File: src/rtl/reset_sequencer.sv
// reset_sequencer
//   Synchronises NUM_REQ asynchronous reset requests into the clk domain.
//   Any request is stretched until HOLD_CYCLES consecutive request-free edges
//   have been seen. The NUM_OUT channel resets are then released one at a time,
//   GAP_CYCLES edges apart, starting with bit 0. A sticky cause register
//   records which request(s) caused a reset.
//
//   Optional build macro: RESET_SEQ_WDT_EN
//     Adds i_wdt_kick and a watchdog that runs only while fully released.
//     A timeout acts as a request and sets o_cause[NUM_REQ].
//     Without the macro there is no i_wdt_kick port and o_cause[NUM_REQ] is 0.
//
// Ports
//   i_clk          sole clock
//   i_reset        synchronous active-high reset
//   i_req_in       asynchronous active-high level requests
//   i_cause_clr    synchronous clear of the cause register
//   i_wdt_kick     watchdog kick (RESET_SEQ_WDT_EN only)
//   o_rst_out      active-high channel resets; bit 0 releases first
//   o_all_released high when every o_rst_out bit is low
//   o_busy         high while any o_rst_out bit is high
//   o_cause        sticky cause bits; bit NUM_REQ is the watchdog bit
module reset_sequencer #(
    parameter int SYNC_STAGES = 3,
    parameter int NUM_REQ     = 2,
    parameter int NUM_OUT     = 3,
    parameter int HOLD_CYCLES = 16,
    parameter int GAP_CYCLES  = 4,
    parameter int WDT_CYCLES  = 1024
) (
    input  logic               i_clk,
    input  logic               i_reset,
    input  logic [NUM_REQ-1:0] i_req_in,
    input  logic               i_cause_clr,
`ifdef RESET_SEQ_WDT_EN
    input  logic               i_wdt_kick,
`endif
    output logic [NUM_OUT-1:0] o_rst_out,
    output logic               o_all_released,
    output logic               o_busy,
    output logic [NUM_REQ:0]   o_cause
);

    localparam int HW = (HOLD_CYCLES > 1) ? $clog2(HOLD_CYCLES) : 1;
    localparam int GW = (GAP_CYCLES > 1)  ? $clog2(GAP_CYCLES)  : 1;
    localparam logic [HW-1:0]      HOLD_LAST = HW'(HOLD_CYCLES - 1);
    localparam logic [GW-1:0]      GAP_LAST  = GW'(GAP_CYCLES - 1);
    localparam logic [NUM_OUT-1:0] ALL_ONES  = '1;
    // Pattern after the first release; zero when there is only one channel.
    localparam logic [NUM_OUT-1:0] FIRST_REL = ALL_ONES << 1;

    typedef enum logic [1:0] {ST_ASSERT, ST_RELEASE, ST_DONE} state_t;

    state_t                              r_state, w_state_nxt;
    logic [SYNC_STAGES-1:0][NUM_REQ-1:0] r_sync;
    logic [HW-1:0]                       r_hold_cnt, w_hold_nxt;
    logic [GW-1:0]                       r_gap_cnt, w_gap_nxt;
    logic [NUM_OUT-1:0]                  r_rst_out, w_rst_nxt, w_shift;
    logic                                r_all_released, r_busy;
    logic [NUM_REQ:0]                    r_cause;
    logic [NUM_REQ-1:0]                  w_req_sync;
    logic                                w_wdt_expire;
    logic                                w_any_req;

    assign w_req_sync = r_sync[SYNC_STAGES-1];
    assign w_any_req  = (|w_req_sync) | w_wdt_expire;
    // Outputs always hold a thermometer pattern (ones at the top), so the
    // next channel release is a left shift; an all-zero result means the
    // last channel is being released.
    assign w_shift    = r_rst_out << 1;

    // Request synchronisers
    always_ff @(posedge i_clk) begin
        if (i_reset) r_sync <= '0;
        else         r_sync <= {r_sync[SYNC_STAGES-2:0], i_req_in};
    end

`ifdef RESET_SEQ_WDT_EN
    localparam int WW = (WDT_CYCLES > 1) ? $clog2(WDT_CYCLES) : 1;
    localparam logic [WW-1:0] WDT_LAST = WW'(WDT_CYCLES - 1);

    logic [WW-1:0] r_wdt_cnt;
    logic          r_wdt_expire;

    // Runs only while DONE persists; the expiry pulse comes straight from
    // this flop, with no synchroniser delay.
    always_ff @(posedge i_clk) begin
        if (i_reset) begin
            r_wdt_cnt    <= '0;
            r_wdt_expire <= 1'b0;
        end else begin
            r_wdt_expire <= 1'b0;
            if (r_state != ST_DONE || w_state_nxt != ST_DONE || i_wdt_kick) begin
                r_wdt_cnt <= '0;
            end else if (r_wdt_cnt == WDT_LAST) begin
                r_wdt_cnt    <= '0;
                r_wdt_expire <= 1'b1;
            end else begin
                r_wdt_cnt <= r_wdt_cnt + 1'b1;
            end
        end
    end

    assign w_wdt_expire = r_wdt_expire;
`else
    // No watchdog in this build; a non-positive timeout is not a legal
    // setting, so this is constant 0 for every legal parameter set.
    assign w_wdt_expire = (WDT_CYCLES < 1);
`endif

    // State register
    always_ff @(posedge i_clk) begin
        if (i_reset) r_state <= ST_ASSERT;
        else         r_state <= w_state_nxt;
    end

    // Next state; a request always wins over a release due on the same edge
    always_comb begin
        w_state_nxt = r_state;
        case (r_state)
            ST_ASSERT:
                if (!w_any_req && r_hold_cnt == HOLD_LAST)
                    w_state_nxt = (FIRST_REL == '0) ? ST_DONE : ST_RELEASE;
            ST_RELEASE:
                if (w_any_req)
                    w_state_nxt = ST_ASSERT;
                else if (r_gap_cnt == GAP_LAST && w_shift == '0)
                    w_state_nxt = ST_DONE;
            ST_DONE:
                if (w_any_req) w_state_nxt = ST_ASSERT;
            default: w_state_nxt = ST_ASSERT;
        endcase
    end

    // Next values of counters and channel outputs
    always_comb begin
        w_rst_nxt  = r_rst_out;
        w_hold_nxt = r_hold_cnt;
        w_gap_nxt  = r_gap_cnt;
        case (r_state)
            ST_ASSERT: begin
                w_rst_nxt = ALL_ONES;
                if (w_any_req) begin
                    w_hold_nxt = '0;
                end else if (r_hold_cnt == HOLD_LAST) begin
                    w_rst_nxt  = FIRST_REL;
                    w_hold_nxt = '0;
                    w_gap_nxt  = '0;
                end else begin
                    w_hold_nxt = r_hold_cnt + 1'b1;
                end
            end
            ST_RELEASE: begin
                if (w_any_req) begin
                    w_rst_nxt  = ALL_ONES;
                    w_hold_nxt = '0;
                end else if (r_gap_cnt == GAP_LAST) begin
                    w_rst_nxt = w_shift;
                    w_gap_nxt = '0;
                end else begin
                    w_gap_nxt = r_gap_cnt + 1'b1;
                end
            end
            default: begin
                w_rst_nxt = '0;
                if (w_any_req) begin
                    w_rst_nxt  = ALL_ONES;
                    w_hold_nxt = '0;
                end
            end
        endcase
    end

    // Datapath and output registers
    always_ff @(posedge i_clk) begin
        if (i_reset) begin
            r_hold_cnt     <= '0;
            r_gap_cnt      <= '0;
            r_rst_out      <= ALL_ONES;
            r_all_released <= 1'b0;
            r_busy         <= 1'b1;
            r_cause        <= '0;
        end else begin
            r_hold_cnt     <= w_hold_nxt;
            r_gap_cnt      <= w_gap_nxt;
            r_rst_out      <= w_rst_nxt;
            r_all_released <= (w_rst_nxt == '0);
            r_busy         <= (w_rst_nxt != '0);
            // A set on the same edge as a clear wins
            r_cause        <= (i_cause_clr ? '0 : r_cause) | {w_wdt_expire, w_req_sync};
        end
    end

    assign o_rst_out      = r_rst_out;
    assign o_all_released = r_all_released;
    assign o_busy         = r_busy;
    assign o_cause        = r_cause;

endmodule
File: config.mk
export PLATFORM = sky130hd
export DESIGN_NAME = reset_sequencer
export DESIGN_NICKNAME = d
export VERILOG_FILES = /design/src/rtl/reset_sequencer.sv
export SDC_FILE = /design/constraint.sdc
export NUM_CORES = 1
export LEC_CHECK = 0
export CORE_MARGIN = 1.5
export CORE_UTILIZATION = 32
export DETAILED_ROUTE_END_ITERATION = 8
export HOLD_SLACK_MARGIN = 0.02
export SYNTH_ARGS = -nofsm -noshare
export SYNTH_HDL_FRONTEND = slang
export SYNTH_SLANG_ARGS = --single-unit
File: constraint.sdc
create_clock -name i_clk -period 1.4 [get_ports i_clk]
set_clock_uncertainty 0.1 [all_clocks]
set_input_delay 0.28 -clock i_clk [delete_from_list [all_inputs] [get_ports i_clk]]
set_output_delay 0.28 -clock i_clk [all_outputs]
set_load 0.02 [all_outputs]
* After elaboration in Yosys (flattened, before gate mapping)
Index checks and enable logic that the tools add are counted.
** Storage, ports and cells
- Register bits :: 22
- Input bits :: 5
- Output and inout port bits :: 8
- Logic and storage cells :: 56
** Cells by class
- Add/sub/neg operators :: 2
- Equal/unequal tests :: 10
- Muxes and demuxes :: 21
- Bitwise gates (word level) :: 1
- Reductions and logical operators :: 12
** Operators by type and width (number)
- 2-to-1 mux 2 bit :: 8
- 2-to-1 mux 4 bit :: 4
- 2-to-1 mux 3 bit :: 4
- inequality test 2 bit (second input constant) :: 5
- zero test 3 bit :: 2
- one-hot mux 2 bit (3 select lines) :: 1
- one-hot mux 3 bit (2 select lines) :: 1
- adder 4 x 1 -> 4 bit (second input constant) :: 1
- equality test 2 bit (second input constant) :: 2
- equality test 4 bit (second input constant) :: 1
- one-hot mux 2 bit (2 select lines) :: 1
- AND reduction 4 bit :: 1
- nonzero test 2 bit :: 2
- inequality test 3 bit (second input constant) :: 1
- OR 3 x 2 -> 3 bit :: 1
- AND reduction 3 bit :: 1
- nonzero test 3 bit :: 1
- adder 2 x 1 -> 2 bit (second input constant) :: 1
- equality test 2 x 1 -> 1 bit (second input constant) :: 1
- logical AND 1 bit :: 2
- zero test 2 bit :: 1
- 2-to-1 mux 1 bit :: 2
- OR reduction 2 bit :: 1
- zero test 1 bit :: 1

* Longest topological paths before layout
- Depth in word-level cells :: 5
- Mapped depth :: 4

* Least setup slack after synthesis
OpenSTA, ideal clock, no wires.
- Path type :: register to register
- Start :: reg r_state[1]
- End :: reg r_gap_cnt[0]
- Setup time :: 71 ps
- Data arrival time :: 1276 ps
- Required time :: 1229 ps
- Setup slack :: -47 ps
- Cell stages (with the launch flop) :: 4
- Buffers on the path :: 0
- Clock period less this slack :: 1447 ps
- Cells stage by stage :: dfxtp_1 > or3_4 > or4b_1 > a21oi_1
** On the way
- Word-level cells in the longest chain between the ends :: 3
- Elaborated cells on any way between the ends :: 8
- Classes of those cells :: 4 x eq/ne; 1 x mux; 3 x reduce/logical
** Ends and longest elaborated chain
- from (decl) :: line 54 : state_t r_state, w_state_nxt;
- from (signal assigned) :: line 114 : else r_state <= w_state_nxt;
- equality test 2 x 1 -> 1 bit / zero test 2 bit (equally long branches) :: line 140 : case (r_state)
- inequality test 2 bit (no line) / nonzero test 2 bit (equally long branches)
- AND reduction 4 bit (no line)
- to (signal assigned) :: line 185 : r_gap_cnt <= w_gap_nxt;
- to (decl) :: line 57 : logic [GW-1:0] r_gap_cnt, w_gap_nxt;
Several ways; a longest one is shown, not always the timed one.
A chain may end at the register's enable or synchronous reset.

* Worst setup path in the final report
Same ends and word-level chain as after synthesis.

==> run_results.csv <==
group,metric,value,unit
grt,grt_pass1_wl,2380,µm
place,post-dp-hpwl,972.3,µm
clocking,clk_pin_slew_worst_paths,0.11,ns
logic_synthesis,synth-seq-cells,21,
timing,slew_viol_final,0,
grt,antenna_found_initial,0,
floorplan,die_h,52.87,µm
final_layout,nFillCells,240,
final_layout,fin_cells,132,
worst_hold_path,hold_class,"flop to flop",
clocking,insertion_delay,0.30,ns
logic_synthesis,synth_area,795.8,µm²
timing,setup-violations-final,1,
place,place_inst,127,
drt,wl_per_cell,10.86,µm
setup_path,r2r_cells,3,
logic_synthesis,syn_inst,83,
floorplan,start_util,0.3496,
timing,fmax,660.6,MHz
timing,grt_setup_unrepaired,"yes",
logic_synthesis,syn_nets,90,
setup_path,cp-startpoint,"r_state[1]$_SDFFE_PP0P_",
drt,ant_nets,0,
clocking,cts_buffers,3,
setup_path,cp-end-kind,"flop",
place,gp_congestion,0.7262,
flow_run,drv_cap,0,
setup_path,crit_end,"r_gap_cnt[0]$_SDFFE_PP0P_",
setup_path,timing.rr.start,"r_state[1]$_SDFFE_PP0P_",
power_and_ir_drop,p_total,0.9822,mW
drt,drcViolationCount,0,
final_layout,diodes,0,
floorplan,dieArea,0.002795,mm²
clocking,ctsHtreeMaxLevel,1,
setup_path,cp_data_required_time,1.54,ns
place,port_buffers,11,
clocking,clockBufferDepth,2,
clocking,cts_root_buf,"clkbuf_4",
timing,finalCritPeriodShare,1.081,
floorplan,rows,17,
power_and_ir_drop,vdd_drop_max,557.8,µV
grt,grt_max_degree,15,
worst_hold_path,hold_start,"r_sync[3]$_SDFF_PP0_",
clocking,cts.sinks,21,
logic_synthesis,syn_area_per_cell,9.588,µm²
final_layout,nets,112,
drt,first_pass_iters,4,
drt,routed_wl,1434,µm
outcome,outcome,"finished, violations left",
timing,finalHoldViolCount,0,
logic_synthesis,yosysUniqueCellTypes,28,
setup_path,crit_type,"flop to flop",
setup_path,cp_max_fo,3,
logic_synthesis,seq_area_frac_synth,0.5283,
setup_path,startpoint_type,"flop",
clocking,cts_tree,"yes",
floorplan,die_w,52.87,µm
final_layout,drive_above_1_share,0.2404,
final_layout,area_growth,31.45,%
drt,drtIter0Drc,6,
setup_path,reg2reg_setup_slack,-0.11,ns
grt,grt_usage,0.1179,
setup_path,r2r_end,"r_gap_cnt[0]$_SDFFE_PP0P_",
setup_path,arrival,1.65,ns
grt,grt_pass1_vias,539,
grt,overflow,0,
drt,viasPerCell,4.765,
power_and_ir_drop,power.density,939.0,mW/mm²
logic_synthesis,ys_warn_count,0,
outcome,violations,"negative setup slack",
floorplan,io_pins,13,
power_and_ir_drop,total_leakage_power,0.3960,nW
floorplan,core_area,0.002276,mm²
timing,fin_crit,1.514,ns
drt,vias,629,
timing,setup_ws,-0.1139,ns
==> sequential cells by signal, indices dropped and copies added, names as in the netlist <==
name	cells
r_gap_cnt	2
o_busy	1
o_cause	2
o_all_released	1
r_state	2
r_sync	4
r_hold_cnt	4
o_rst_out	3
w_req_sync	2
==> how the worst min path moves through the flow <==
| stage | end | slack (ns) | cells after the start |
|---|---|---|---|
| 2_1_floorplan | r_state[0]$_SDFFE_PP0P_ | 0.26 | 1 |
| 3_3_place_gp | r_sync[3]$_SDFF_PP0_ | 0.32 | 1 |
| 3_5_place_dp | w_req_sync[1]$_SDFF_PP0_ | 0.33 | 1 |
| 4_1_cts | w_req_sync[1]$_SDFF_PP0_ | 0.35 | 1 |
| 5_1_grt | r_sync[2]$_SDFF_PP0_ | 0.37 | 1 |
| 6_report | w_req_sync[1]$_SDFF_PP0_ | 0.35 | 1 |
==> cell families after synthesis <==
kind of cell             after synthesis  share of synthesized area
AO/OA/AOI/OAI                         18                     0.1274
XOR/XNOR                               1                    0.01101
adder cells (fa/ha/maj)                2                    0.03144
buffers and inverters                  6                    0.03458
flip-flops                            21                     0.5283
multiplexers                           1                    0.01258
other                                  1                   0.004712
AND/OR/NAND/NOR                       33                     0.2500
==> stage by stage <==
stage / hold WS, ns / utilization / worst slack (ns) / instance area (µm²) / setup TNS [ns]
finish: 0.3484 / 0.4596 / -0.1139 / 1046 / -0.1139
global route: 0.3743 / 0.4596 / -0.1380 / 1046 / -0.2800
CTS: 0.3503 / 0.4464 / -0.06523 / 1016 / -0.06523
detailed placement: 0.3297 / 0.4360 / -0.3234 / 992.2 / -1.970
global placement: 0.3217 / 0.4360 / -0.2972 / 992.2 / -1.812
floorplan: 0.2631 / - / -0.04696 / 797.0 / -0.07023
==> cells in the mapped netlist <==
cell | count | share of area
a2111oi_0 | 1 | 0.011
nor3b_1 | 2 | 0.019
xnor2_1 | 1 | 0.011
nor2b_1 | 6 | 0.047
mux2i_1 | 1 | 0.013
or3_4 | 1 | 0.014
nand3b_1 | 1 | 0.0094
or4_1 | 1 | 0.0094
ha_1 | 2 | 0.031
nor4bb_1 | 1 | 0.013
buf_4 | 1 | 0.0094
nand3_1 | 3 | 0.019
nor2_1 | 6 | 0.028
dfxtp_1 | 21 | 0.53
a21oi_1 | 8 | 0.050
a311oi_1 | 1 | 0.011
inv_1 | 1 | 0.0047
clkbuf_1 | 3 | 0.014
nand2b_1 | 3 | 0.024
nor3_1 | 1 | 0.0063
buf_2 | 1 | 0.0063
a31oi_1 | 3 | 0.024
o21ai_0 | 5 | 0.031
conb_1 | 1 | 0.0047
nand2_1 | 2 | 0.0094
or2_2 | 3 | 0.024
or4b_1 | 1 | 0.013
or3_1 | 2 | 0.016
==> critical path: stages (launching register included) <==
cell	delay, ns
dfxtp_2	0.33
or3_4	0.40
or4b_1	0.48
a21oi_1	0.14
==> cell type report <==
class                   instances  area [µm²]  area share
inverters                       1       3.754    0.003589
clock buffers                   4       26.28     0.02512
repair buffers                 22       190.2      0.1818
well taps                      28       35.03     0.03349
flip-flops and latches         21       424.2      0.4055
multi-input cells              56       366.6      0.3505
==> layout by cell type (no fill, tap or decap), drive strengths merged, types with 3 or more instances in the layout <==
cell type and instances:
o21ai 5, nor2 6, a31oi 3, or2 3, dfxtp 21, nor2b 6, nand2b 3, nand3 3
clkbuf 4, clkdlybuf4s50 4, a21oi 8, or3 3, clkdlybuf4s15 5, buf 11
==> what timing repair did <==
action / 4_1_cts / 5_1_grt
resized for setup: 9 / 12
hold buffers: 0 / 0
setup buffers: 0 / 1
pin swaps: 0 / 1
setup endpoints to repair: 9 / 15
gates cloned: 0 / 0
==> layer usage <==
| metal | vias to the layer above | global-route usage | share of wire |
|---|---|---|---|
| li1 | 329 | - | - |
| met1 | 277 | 0.1617 | 0.49 |
| met2 | 19 | 0.1708 | 0.44 |
| met3 | 4 | 0.02542 | 0.045 |
| met4 | 0 | 0.06410 | 0.020 |
| met5 | - | 0 | 0 |
==> report_power, final <==
part           leakage, nW  switching, mW  internal [mW]
Clock               0.0150          0.179          0.111
Combinational        0.209         0.0296         0.0395
Sequential           0.172        0.00888          0.614
Total                0.396          0.218          0.764
(Power assumes the default switching activity.)
